`src/rtl/sram_port_ctrl_pkg.sv`:
```
// Shared defaults and types for the single-port SRAM access controller.
package sram_port_ctrl_pkg;

    localparam int ADDR_W_DEF       = 12;
    localparam int DATA_W_DEF       = 137;
    localparam int RESP_DEPTH_DEF   = 2;
    localparam int STARVE_LIMIT_DEF = 4;

    // One read response word as returned to the consumer.
    typedef logic [DATA_W_DEF-1:0] rd_resp_t;

    // Bits needed to hold any value in 0..n.
    function automatic int cnt_w(input int n);
        return (n < 2) ? 1 : $clog2(n + 1);
    endfunction

endpackage

```
`src/rtl/sram_resp_fifo.sv`:
```
// Small response holding FIFO with occupancy count; absorbs consumer back-pressure.
module sram_resp_fifo
    import sram_port_ctrl_pkg::*;
#(
    parameter int DEPTH = RESP_DEPTH_DEF,
    parameter int WIDTH = DATA_W_DEF
) (
    input  logic                    clk_i,
    input  logic                    rst_ni,
    input  logic                    push_i,
    input  logic [WIDTH-1:0]        data_i,
    input  logic                    pop_i,
    output logic [WIDTH-1:0]        data_o,
    output logic [cnt_w(DEPTH)-1:0] count_o,
    output logic                    empty_o
);

    localparam int PW = (DEPTH > 1) ? $clog2(DEPTH) : 1;
    localparam int CW = cnt_w(DEPTH);

    logic [WIDTH-1:0] mem_q [DEPTH];
    logic [PW-1:0]    wr_ptr_q, wr_ptr_d;
    logic [PW-1:0]    rd_ptr_q, rd_ptr_d;
    logic [CW-1:0]    count_q, count_d;

    function automatic logic [PW-1:0] ptr_inc(input logic [PW-1:0] p);
        return (p == PW'(DEPTH - 1)) ? '0 : p + PW'(1);
    endfunction

    // Pointer and occupancy next-state.
    always_comb begin
        wr_ptr_d = wr_ptr_q;
        rd_ptr_d = rd_ptr_q;
        count_d  = count_q;
        if (push_i) wr_ptr_d = ptr_inc(wr_ptr_q);
        if (pop_i)  rd_ptr_d = ptr_inc(rd_ptr_q);
        case ({push_i, pop_i})
            2'b10:   count_d = count_q + CW'(1);
            2'b01:   count_d = count_q - CW'(1);
            default: count_d = count_q;
        endcase
    end

    // Control state; a reset flushes the FIFO.
    always_ff @(posedge clk_i or negedge rst_ni) begin
        if (!rst_ni) begin
            wr_ptr_q <= '0;
            rd_ptr_q <= '0;
            count_q  <= '0;
        end else begin
            wr_ptr_q <= wr_ptr_d;
            rd_ptr_q <= rd_ptr_d;
            count_q  <= count_d;
        end
    end

    // Storage needs no reset; occupancy decides what is valid.
    always_ff @(posedge clk_i) begin
        if (push_i) mem_q[wr_ptr_q] <= data_i;
    end

    assign data_o  = mem_q[rd_ptr_q];
    assign count_o = count_q;
    assign empty_o = (count_q == '0);

    // The read credit rule upstream makes overflow impossible.
    a_no_overflow: assert property (@(posedge clk_i) disable iff (!rst_ni)
        !(push_i && !pop_i && count_q == CW'(DEPTH)));
    a_no_underflow: assert property (@(posedge clk_i) disable iff (!rst_ni)
        !(pop_i && count_q == '0));

endmodule

```
`src/rtl/sram_port_ctrl.sv`:
```
// Write/read arbiter with starvation guard in front of a single RW port SRAM,
// plus a flow-through read response path backed by a holding FIFO.
module sram_port_ctrl
    import sram_port_ctrl_pkg::*;
#(
    parameter int ADDR_W       = ADDR_W_DEF,
    parameter int DATA_W       = DATA_W_DEF,
    parameter int RESP_DEPTH   = RESP_DEPTH_DEF,
    parameter int STARVE_LIMIT = STARVE_LIMIT_DEF
) (
    input  logic              clock,
    input  logic              reset_n,
    input  logic              wr_req_valid,
    output logic              wr_req_ready,
    input  logic [ADDR_W-1:0] wr_req_addr,
    input  logic [DATA_W-1:0] wr_req_data,
    input  logic              rd_req_valid,
    output logic              rd_req_ready,
    input  logic [ADDR_W-1:0] rd_req_addr,
    output logic              rd_resp_valid,
    input  logic              rd_resp_ready,
    output logic [DATA_W-1:0] rd_resp_data,
    output logic              sram_en,
    output logic              sram_wmode,
    output logic [ADDR_W-1:0] sram_addr,
    output logic [DATA_W-1:0] sram_wdata,
    input  logic [DATA_W-1:0] sram_rdata
);

    localparam int CW = cnt_w(RESP_DEPTH);
    localparam int SW = cnt_w(STARVE_LIMIT);
    localparam logic [SW-1:0] STARVE_MAX = SW'(STARVE_LIMIT);

    logic              wr_gnt, rd_gnt, rd_elig;
    logic              inflight_q, inflight_d;
    logic [SW-1:0]     starve_q, starve_d;
    logic [CW-1:0]     fifo_count;
    logic [DATA_W-1:0] fifo_head;
    logic              fifo_empty, fifo_push, fifo_pop;

    // A read may only issue if its response has a guaranteed FIFO slot.
    // Grants are held low while reset is asserted so the macro sees no enable.
    always_comb begin
        rd_elig = rd_req_valid &&
                  ((int'(fifo_count) + int'(inflight_q)) < RESP_DEPTH);
        wr_gnt  = 1'b0;
        rd_gnt  = 1'b0;
        if (reset_n) begin
            if (wr_req_valid && rd_elig) begin
                if (starve_q == STARVE_MAX) rd_gnt = 1'b1;
                else                        wr_gnt = 1'b1;
            end else if (wr_req_valid) begin
                wr_gnt = 1'b1;
            end else if (rd_elig) begin
                rd_gnt = 1'b1;
            end
        end
    end

    // Count consecutive arbitrations an eligible read lost to a write.
    always_comb begin
        starve_d   = starve_q;
        inflight_d = rd_gnt;
        if (rd_gnt)
            starve_d = '0;
        else if (rd_elig && wr_gnt && starve_q != STARVE_MAX)
            starve_d = starve_q + SW'(1);
    end

    // Starvation counter and read-in-flight marker.
    always_ff @(posedge clock or negedge reset_n) begin
        if (!reset_n) begin
            starve_q   <= '0;
            inflight_q <= 1'b0;
        end else begin
            starve_q   <= starve_d;
            inflight_q <= inflight_d;
        end
    end

    assign wr_req_ready = wr_gnt;
    assign rd_req_ready = rd_gnt;
    assign sram_en      = wr_gnt | rd_gnt;
    assign sram_wmode   = wr_gnt;
    // Idle cycles drive the write channel so the address bus stays quiet.
    assign sram_addr    = rd_gnt ? rd_req_addr : wr_req_addr;
    assign sram_wdata   = wr_req_data;

    // Fresh read data bypasses an empty FIFO; otherwise it queues behind the head.
    assign rd_resp_valid = !fifo_empty || inflight_q;
    assign rd_resp_data  = fifo_empty ? sram_rdata : fifo_head;
    assign fifo_pop      = !fifo_empty && rd_resp_ready;
    assign fifo_push     = inflight_q && (!fifo_empty || !rd_resp_ready);

    sram_resp_fifo #(
        .DEPTH (RESP_DEPTH),
        .WIDTH (DATA_W)
    ) u_resp_fifo (
        .clk_i   (clock),
        .rst_ni  (reset_n),
        .push_i  (fifo_push),
        .data_i  (sram_rdata),
        .pop_i   (fifo_pop),
        .data_o  (fifo_head),
        .count_o (fifo_count),
        .empty_o (fifo_empty)
    );

endmodule

```
`config.mk`:
```
export PLATFORM = sky130hd
export DESIGN_NAME = sram_port_ctrl
export DESIGN_NICKNAME = d
export VERILOG_FILES = /design/src/rtl/sram_port_ctrl_pkg.sv /design/src/rtl/sram_resp_fifo.sv /design/src/rtl/sram_port_ctrl.sv
export SDC_FILE = /design/constraint.sdc
export NUM_CORES = 1
export LEC_CHECK = 0
export ABC_AREA = 1
export CORE_AREA = 2 2 230 232
export DETAILED_ROUTE_END_ITERATION = 6
export DIE_AREA = 0 0 232 234
export SYNTH_ARGS = -nofsm -noshare
export SYNTH_HDL_FRONTEND = slang
export SYNTH_SLANG_ARGS = --single-unit
export TNS_END_PERCENT = 50
```
`constraint.sdc`:
```
create_clock -name clock -period 20.8 [get_ports clock]
set_input_delay 3.12 -clock clock [delete_from_list [all_inputs] [get_ports clock]]
set_output_delay 3.12 -clock clock [all_outputs]
set_load 0.1 [all_outputs]
```
Word level (Yosys, flattened, before mapping)
Memories as Yosys holds them, arrays and structs flattened.
Cells that the tools add are included.
Widths: inputs -> output; s select.
{ "word_totals": {"output_inout_bits": 291, "mem_bits_rw": 274, "rom_bits": 0, "n_memories": 1, "inputBits": 303, "wordCells": 49, "latchBits": 0, "reg_bits": 8} }
{ "classes": {"shifts": 0, "mul": 0, "addsub": 6, "muxes": 18, "bitwise": 1, "order_cmp": 1, "n_div": 0, "n_eq_ne": 4, "reduce_logical": 13} }
{ "mem_list": {"columns": ["name", "words", "word_bits", "rd", "rd_ports_with_merged_regs", "wr", "line_no", "rtl"], "rows": [
  ["u_resp_fifo.mem_q", 2, 137, 1, 0, 1, "sram_resp_fifo.sv:21", "logic [WIDTH-1:0] mem_q [DEPTH];"]
]} }
{ "op_table": {"columns": ["operator", "count"], "rows": [
  ["$mux 137", 1],
  ["$mux 1", 13],
  ["$mux 12", 1],
  ["$logic_and 1x1->1", 6],
  ["$mux 3", 2],
  ["$pmux 2 s2", 1],
  ["$reduce_bool 2->1", 2],
  ["$add 2x1->3", 1],
  ["$add 3x1->3 const B", 1],
  ["$eq 3x3->1 const B", 1],
  ["$lt 3x2->1 const B", 1],
  ["$ne 3x3->1 const B", 1],
  ["$add 1x1->1 const B", 2],
  ["$add 2x1->2 const B", 1],
  ["$eq 2x1->1 const B", 1],
  ["$eq 2x2->1 const B", 1],
  ["$logic_not 1->1", 2],
  ["$logic_not 2->1", 1],
  ["$logic_or 1x1->1", 2],
  ["$sub 2x1->2 const B", 1],
  ["$or 1x1->1", 1]
]} }

Longest topological paths before layout
Gate-level depths: netlist of the first run.
{ "logic_depth": {"depth_word": 10, "depth_mapped": 9, "ltp_nobuf": 8} }

By module
Synthesis of the first run repeated with hierarchy kept, for this count alone.
{ "hier_totals": {"cells_unflattened": 1112, "hier_area_um2": 13865.8} }
{ "by_module_without_submodules": {"columns": ["module", "seq_area_each_um2", "area_each_um2", "cells_per_inst", "n_inst"], "rows": [
  ["sram_resp_fifo", 8328.0, 10293.6, 738, 1],
  ["sram_port_ctrl", 100.1, 3572.2, 374, 1]
]} }

Least setup slack after synthesis of the first run
No wires, ideal clock.
{ "synth_path": {"kind": "in2reg", "from": "input port rd_resp_ready", "to": "memory u_resp_fifo.mem_q[1][0] (netlist name), enable pin", "path_slack_ps": 11152, "required_ps": 20164, "stages": 3, "arrival_time_ps": 9012, "n_path_buf": 0, "setup_ps": 636, "cell_sequence": "inv_1 -> o21ai_0 -> nor2_1"} }
{ "synth_via": {"elab_chain_cells": 5} }
{ "synth_lines": {"columns": ["element", "line_no", "rtl"], "rows": [
  ["start: declaration", "sram_port_ctrl.sv:21", "input logic rd_resp_ready,"],
  ["$logic_not 1->1", "sram_port_ctrl.sv:93", "assign fifo_push = inflight_q && (!fifo_empty || !rd_resp_ready);"],
  ["$logic_or 1x1->1", "sram_port_ctrl.sv:93", null],
  ["$logic_and 1x1->1", "sram_port_ctrl.sv:93", null],
  ["$mux 1", "sram_resp_fifo.sv:59", "if (push_i) mem_q[wr_ptr_q] <= data_i;"],
  ["$mux 1 (not written as such)", "sram_resp_fifo.sv:59", null],
  ["end: declaration", "sram_resp_fifo.sv:21", null]
]} }
No other way between the ends.

Final worst setup path of the first run
{ "layout_path": {"from": "input port reset_n", "to": "output port rd_req_ready"} }
{ "layout_via": {"elab_chain_cells": 1} }
{ "layout_lines": {"columns": ["element", "line_no", "rtl"], "rows": [
  ["start: declaration", "sram_port_ctrl.sv:12", "input logic reset_n,"],
  ["$mux 1", "sram_port_ctrl.sv:48", "if (reset_n) begin"],
  ["end: declaration", "sram_port_ctrl.sv:18", "output logic rd_req_ready,"]
]} }
No other way between the ends.

==> results.toml, run 1 <==
[clocking]
cts_tree = "yes"
cts.hold.buffers_added = 0
post_cts_resized = 0
clockBufferDepth = 3
clk_pin_slew_ns = 0.05
cts-root-buf = "clkbuf_16"
clkSinkCount = 282
clock_latency_ns = 0.55
htreeDepth = 2
numCtsBuffers = 36
cts_setup_buffers = 0

[setup_path]
critPathMaxFanout = 24
arrival_ns = 6.02
worstSetupEndpointType = "output pin"
max_stage_delay_ns = 1.15
worstSetupPathType = "in -> out"
crit_chain = "clkdlybuf4s50_1 -> nand3_2 -> inv_1 -> clkdlybuf4s50_1"
cp.required_ns = 17.68
crit_path_frequent_cell = "clkdlybuf4s50_1"
startpoint_type = "primary input"
critPathSlowestCell = "clkdlybuf4s50_1"

[die]
fp.coreArea_sq_um = 52000
fp.dieH_um = 234
ios = 594
start_util_pct = 24.3
die_w_um = 232
dieArea_sq_um = 54300
rows = 84

[global_routing]
overflow = 0
grt_pass1_vias = 8452
antenna_found_initial = 1
track_usage_pct = 16.3
grt_pass1_wl_mm = 63.3
grt_max_degree = 138

[cells_and_area]
antenna_cells = 0
final_nets = 1590
stdcell_count = 1994
drive_gt1_share_pct = 5.21
syn2layout_area_growth_pct = 30.6

[yosys]
synth-seq-cells = 282
synth_nets = 1429
synth.distinct_cells = 24
yosysSeqAreaShare_pct = 66.5
synth_area_sq_um = 12700
netlist_instances = 1123
syn_avg_cell_area_sq_um = 11.3
ys_warn_count = 0

[detailed_routing]
wl_per_cell_um = 23.6
ant_nets = 0
via_count = 8915
totalWireLength_mm = 47.1
dr.pass1.iters = 5
drc = 0
first_iter_violations = 465
via_per_inst = 4.47

[place]
dp_slack_ns = 11.69
dp.cells = 1934
hpwl_mm = 33.8
gp_congestion = 0.883
io_buffers = 319

[timing]
tns_ns = 0
slew_viol_final = 0
min_period_ns = 9.14
slew_headroom_pct = 24.7
timing.fmax_mhz = 109
hold_viol = 0
fin_ws_ns = 11.66
setup_viol = 0
fin_worst_skew_ns = 0.0160
rsz0062_at_grt = "no"
timing.final.crit_share_pct = 43.9
worstMarginPinSlew_ns = 1.13

[run]
drv_cap = 0

[hold_path]
hold_path_class = "reg -> reg"

[status]
status = "finished, final reports clean"
==> final timing paths <==
check / from / to / depth (start not counted) / slack, ns
setup / recovery: reset_n / rd_req_ready / 4 / 11.66
hold / removal: u_resp_fifo.wr_ptr_q$_DFFE_PN0N_ / u_resp_fifo.wr_ptr_q$_DFFE_PN0N_ / 2 / 0.48
setup reg to reg: u_resp_fifo.count_o[0]$_DFFE_PN0P_ / u_resp_fifo.mem_q[0][18]$_DFFE_PP_ / 6 / 16.67
hold reg to reg: u_resp_fifo.wr_ptr_q$_DFFE_PN0N_ / u_resp_fifo.wr_ptr_q$_DFFE_PN0N_ / 2 / 0.48
max in group asynchronous: reset_n / u_resp_fifo.rd_ptr_q$_DFFE_PN0P_ / 1 / 17.01
min in group asynchronous: reset_n / inflight_q$_DFF_PN0_ / 1 / 3.12
==> layout by cell type (no fill, tap or decap), types with 7 or more instances in the layout <==
master and instances:
dfrtp_1 7, a31oi_1 137, clkbuf_16 37, buf_4 7, clkdlybuf4s50_1 318, inv_1 11, edfxtp_1 274, nand4_1 12
nand2_1 315, nor2_1 138
==> worst max-delay path: cells and delay by family <==
kind          cells  cell delay [ns]
buf+inv           3             2.44
simple gates      1             0.45
==> synthesized netlist by cell type <==
library cell / n / area share [%]
or2_2: 2 / 0.099
ha_1: 3 / 0.30
a21oi_1: 1 / 0.039
inv_1: 13 / 0.39
xor2_1: 3 / 0.21
buf_2: 41 / 1.6
edfxtp_1: 274 / 65
buf_4: 146 / 8.7
nand3_2: 1 / 0.079
buf_6: 3 / 0.27
nor2_2: 1 / 0.049
a31oi_1: 137 / 6.8
nand3_1: 4 / 0.16
nor2_1: 139 / 4.1
xnor2_1: 1 / 0.069
dfrtp_1: 8 / 1.6
buf_8: 1 / 0.12
nand2_1: 315 / 9.3
o211ai_1: 1 / 0.059
o21ai_0: 2 / 0.079
clkbuf_1: 12 / 0.36
nand2_2: 1 / 0.049
nand4_1: 12 / 0.59
inv_2: 2 / 0.059
==> layout make-up <==
cell class	instances	area, sq um
multi-input cells	623	2810
well taps	688	861
clock buffers	42	945
flip-flops and latches	282	8430
inverters	15	63.8
repair buffers	326	3260
fillers	5268	35500
clock inverters	18	175
==> flip-flops by register name, indices dropped and copies added, names as in the netlist <==
| signal | flops |
|---|---|
| inflight_q | 1 |
| starve_q | 3 |
| u_resp_fifo.count_o | 2 |
| u_resp_fifo.mem_q | 274 |
| u_resp_fifo.rd_ptr_q | 1 |
| u_resp_fifo.wr_ptr_q | 1 |
==> per-layer routing <==
layer / GRT usage (%) / up-vias / routed length [um]
met5: 1.96 / - / 178
met1: 14.2 / 4198 / 13800
met3: 13.0 / 80 / 8190
met2: 27.4 / 524 / 22900
met4: 6.95 / 6 / 2010
li1: - / 4107 / -
==> cell families after synthesis <==
group,after synthesis,share of synthesized area [%]
flip-flops,282,66.5
XOR/XNOR,4,0.277
buffers and inverters,218,11.5
AO/OA/AOI/OAI,141,6.94
adder cells (fa/ha/maj),3,0.296
AND/OR/NAND/NOR,475,14.5
==> metrics by stage <==
stage          utilization [%]  hold WS [ns]  instance area (sq um)
2_1_floorplan                -         0.450                  12700
3_3_place_gp              29.6         0.469                  15400
3_5_place_dp              29.6         0.473                  15400
4_1_cts                   31.8         0.486                  16500
5_1_grt                   31.8         0.529                  16500
6_report                  31.8         0.483                  16500
Power of run 1 is not shown: default switching activity piles up to over one toggle a cycle in this logic, so the estimate is an artifact.
==> run 2, diff against run 1 <==
--- a/config.mk
+++ b/config.mk
@@ -6,9 +6,9 @@
 export NUM_CORES = 1
 export LEC_CHECK = 0
 export ABC_AREA = 1
-export CORE_AREA = 2 2 230 232
+export CORE_AREA = 2 2 228 230
 export DETAILED_ROUTE_END_ITERATION = 6
-export DIE_AREA = 0 0 232 234
+export DIE_AREA = 0 0 230 232
 export SYNTH_ARGS = -nofsm -noshare
 export SYNTH_HDL_FRONTEND = slang
 export SYNTH_SLANG_ARGS = --single-unit
==> constraint.sdc (replaced) <==
create_clock -name clock -period 7.75 [get_ports clock]
set_input_delay 1.1625 -clock clock [delete_from_list [all_inputs] [get_ports clock]]
set_output_delay 1.1625 -clock clock [all_outputs]
set_load 0.1 [all_outputs]
==> results.toml, run 2 (synthesis results as in run 1) <==
[place]
hpwl_mm = 33.8
gp_congestion = 0.896
io_buffers = 319

[global_routing]
antenna_found_initial = 0
grt_max_degree = 169
overflow = 0
track_usage_pct = 16.7
grt_pass1_vias = 8680
grt_pass1_wl_mm = 64.6

[setup_path]
arrival_ns = 4.51
worstSetupEndpointType = "output pin"
ff2ff_setup_slack_ns = 4.26
startpoint_type = "flop"
cp.required_ns = 6.59
critPathMaxFanout = 86
r2r_start = "u_resp_fifo.count_o[0]$_DFFE_PN0P_"
r2r-end = "u_resp_fifo.mem_q[1][72]$_DFFE_PP_"
reg2reg_depth = 5
worstSetupPathType = "reg -> out"

[clocking]
htreeDepth = 2
cts_tree = "yes"
cts_setup_buffers = 0
cts.hold.buffers_added = 0
clk_pin_slew_ns = 0.06
cts-root-buf = "clkbuf_16"
clockBufferDepth = 3
post_cts_resized = 0
clkSinkCount = 282
numCtsBuffers = 34
clock_latency_ns = 0.54

[detailed_routing]
ant_nets = 0
wl_per_cell_um = 23.4
dr.pass1.iters = 7
first_iter_violations = 627
via_per_inst = 4.50
drc = 0
via_count = 8944
totalWireLength_mm = 46.6

[hold_path]
hold_end = "u_resp_fifo.wr_ptr_q$_DFFE_PN0N_"
holdPathStages = 2
hold_path_startpoint = "u_resp_fifo.wr_ptr_q$_DFFE_PN0N_"
hold_path_class = "reg -> reg"

[timing]
timing.fmax_mhz = 176
setup_viol = 0
rsz0062_at_grt = "no"
min_period_ns = 5.67
holdWs_ns = 0.507
tns_ns = 0
timing.final.crit_share_pct = 73.2
hold_viol = 0
slew_viol_final = 0
slew_headroom_pct = 25.2
worstMarginPinSlew_ns = 1.12
fin_worst_skew_ns = 0.0220

[cells_and_area]
fin_util_pct = 32.3
mostFrequentLayoutCell = "clkdlybuf4s50_1"
largest_reg_flops = 274
nFillCells = 5109
top_register = "u_resp_fifo.mem_q"
antenna_cells = 0
syn2layout_area_growth_pct = 29.7
drive_gt1_share_pct = 4.82
final_nets = 1588
mostFrequentLayoutCells = "clkdlybuf4s50_1 (319), nand2_1 (315), edfxtp_1 (274)"

[die]
fp.dieH_um = 232
fp.coreArea_sq_um = 50900
ios = 594
rows = 83
start_util_pct = 24.9
dieArea_sq_um = 53400
die_w_um = 230

[status]
status = "finished, final reports clean"

[run]
drv_cap = 0
## run 2: worst max-delay path by stage
| stage | startpoint | end | slack (ns) |
|---|---|---|---|
| 2_1_floorplan | rd_resp_ready | u_resp_fifo.mem_q[1][0]$_DFFE_PP_ | 0.06 |
| 3_3_place_gp | reset_n | sram_en | 2.62 |
| 4_1_cts | u_resp_fifo.rd_ptr_q$_DFFE_PN0P_ | rd_resp_data[125] | 2.07 |
| 3_5_place_dp | reset_n | rd_req_ready | 2.57 |
| 5_1_grt | u_resp_fifo.rd_ptr_q$_DFFE_PN0P_ | rd_resp_data[125] | 1.86 |
| 6_report | u_resp_fifo.rd_ptr_q$_DFFE_PN0P_ | rd_resp_data[125] | 2.08 |
## run 2: cell type report
class	count	area (sq um)	share of cell area, %
Clock inverter	20	144	0.876
Multi-Input combinational cell	623	2810	17.1
Inverter	15	63.8	0.388
Timing Repair Buffer	326	3260	19.8
Clock buffer	41	877	5.34
Sequential cell	282	8430	51.3
Tap cell	680	851	5.18
## run 2: per-layer routing
metal / wire length [um] / track usage, % / vias up
met1: 13700 / 14.7 / 4190
met5: 0 / 0.184 / -
met3: 8480 / 13.5 / 67
li1: - / - / 4107
met2: 22900 / 28.2 / 580
met4: 1480 / 5.93 / 0
## run 2: worst max-delay path: stages (launching register included)
cell,delay (ns)
dfrtp_4,0.68
inv_4,0.86
buf_4,0.66
nand2_1,0.12
a31oi_1,0.28
clkdlybuf4s50_1,1.19
## run 2: per-stage QoR
stage,cells,worst slack (ns),area (sq um)
floorplan,1123,0.0598,12700
global placement,1926,2.62,15400
detailed placement,1926,2.57,15400
CTS,1987,2.07,16400
global route,1987,1.86,16400
finish,1987,2.08,16400
Power of run 2 is left out for the same reason.
==> run 3, diff against run 2 <==
--- a/config.mk
+++ b/config.mk
@@ -6,9 +6,9 @@
 export NUM_CORES = 1
 export LEC_CHECK = 0
 export ABC_AREA = 1
-export CORE_AREA = 2 2 228 230
+export CORE_AREA = 2 2 230 232
 export DETAILED_ROUTE_END_ITERATION = 6
-export DIE_AREA = 0 0 230 232
+export DIE_AREA = 0 0 232 234
 export SYNTH_ARGS = -nofsm -noshare
 export SYNTH_HDL_FRONTEND = slang
 export SYNTH_SLANG_ARGS = --single-unit
==> constraint.sdc (replaced) <==
create_clock -name clock -period 5.4 [get_ports clock]
set_input_delay 0.81 -clock clock [delete_from_list [all_inputs] [get_ports clock]]
set_output_delay 0.81 -clock clock [all_outputs]
set_load 0.1 [all_outputs]
==> results.toml, run 3 (synthesis results as in run 1) <==
[global_routing]
grt_pass1_wl_mm = 63.2
grt_pass1_vias = 8570
antenna_found_initial = 2
grt_max_degree = 121
track_usage_pct = 16.1
overflow = 0

[timing]
fin_worst_skew_ns = 0.0117
slew_viol_final = 0
rsz0062_at_grt = "no"
min_period_ns = 4.52
fin_ws_ns = 0.876
timing.fmax_mhz = 221
slew_headroom_pct = 23.3
worstMarginPinSlew_ns = 1.15
hold_viol = 0
timing.final.crit_share_pct = 83.8
tns_ns = 0
setup_viol = 0
holdWs_ns = 0.510

[setup_path]
cp.required_ns = 4.59
worstSetupEndpointType = "output pin"
crit_chain = "inv_2 -> nand2_8 -> buf_4 -> nor2_1 -> a31oi_1 -> clkdlybuf4s50_1"
critPathSlowestCell = "clkdlybuf4s50_1"
worstSetupPathType = "reg -> out"
cp_top_family = "buffers and inverters"
arrival_ns = 3.71
cp_num_buf_inv = 3
critPathMaxFanout = 120
max_stage_delay_ns = 1.20
startpoint_type = "flop"

[cells_and_area]
stdcell_count = 1999
mostFrequentLayoutCell = "nand2_1"
largest_reg_flops = 274
syn2layout_area_growth_pct = 29.2
mostFrequentLayoutCells = "nand2_1 (315), edfxtp_1 (274), clkdlybuf4s50_1 (258)"
top_register = "u_resp_fifo.mem_q"
antenna_cells = 0
final_nets = 1593
drive_gt1_share_pct = 10.1

[hold_path]
hold_path_class = "reg -> reg"

[place]
io_buffers = 319
gp_congestion = 0.872
dp_slack_ns = 1.49
hpwl_mm = 34.9
dp.cells = 1942

[die]
ios = 594
rows = 84
fp.dieH_um = 234
die_w_um = 232
dieArea_sq_um = 54300
fp.coreArea_sq_um = 52000
start_util_pct = 24.3

[clocking]
cts_setup_buffers = 0
cts.hold.buffers_added = 0
numCtsBuffers = 31
post_cts_resized = 0
cts_tree = "yes"
clockBufferDepth = 3
clk_pin_slew_ns = 0.06
htreeDepth = 1
cts-root-buf = "clkbuf_16"
clkSinkCount = 282
clock_latency_ns = 0.60

[detailed_routing]
drc = 0
via_per_inst = 4.45
dr.pass1.iters = 5
first_iter_violations = 552
via_count = 8898
ant_nets = 0
wl_per_cell_um = 23.3
totalWireLength_mm = 46.7

[status]
status = "finished, final reports clean"

[run]
drv_cap = 0
-- run 3: changes by cell type in the layout (fill, tap and decap cells not counted), sizes merged --
cell	previous run	this run
inv	18	16
bufinv	1	3
clkbuf	41	36
buf	7	76
clkdlybuf4s50	319	258
clkinv	13	14
-- run 3: path summary, 6_finish.rpt --
check	start	end	slack, ns	cells past startpoint
worst max-delay path	u_resp_fifo.count_o[0]$_DFFE_PN0P_	rd_resp_data[110]	0.88	6
worst min-delay path	u_resp_fifo.wr_ptr_q$_DFFE_PN0N_	u_resp_fifo.wr_ptr_q$_DFFE_PN0N_	0.51	2
worst max register to register	u_resp_fifo.count_o[0]$_DFFE_PN0P_	u_resp_fifo.mem_q[0][67]$_DFFE_PP_	2.50	5
worst min register to register	u_resp_fifo.wr_ptr_q$_DFFE_PN0N_	u_resp_fifo.wr_ptr_q$_DFFE_PN0N_	0.51	2
max in group asynchronous	reset_n	u_resp_fifo.rd_ptr_q$_DFFE_PN0P_	4.60	2
min in group asynchronous	reset_n	inflight_q$_DFF_PN0_	0.56	2
-- run 3: worst reg2reg max path: stages (launching register included) --
cell,delay [ns]
dfrtp_1,0.45
inv_2,0.09
nand2_8,0.54
o211ai_1,0.30
inv_6,0.64
buf_12,0.44
-- run 3: through the flow --
stage / area, sq um / utilization, %
floorplan: 12700 / -
global placement: 15400 / 29.5
detailed placement: 15400 / 29.5
CTS: 16400 / 31.4
global route: 16400 / 31.4
finish: 16400 / 31.4
-- run 3: cell type report --
class,instances,area [sq um]
fillers,5263,35700
flip-flops and latches,282,8430
repair buffers,334,3200
multi-input cells,623,2810
well taps,688,861
clock buffers,36,795
clock inverters,21,198
inverters,15,63.8
-- run 3: metal layers --
metal / track usage (%) / vias up / routed length [um]
li1: - / 4114 / -
met1: 14.2 / 4178 / 13800
met2: 27.3 / 535 / 22500
met3: 13.2 / 65 / 8670
met4: 5.27 / 6 / 1640
met5: 0.714 / - / 90
Power of run 3 is left out for the same reason.
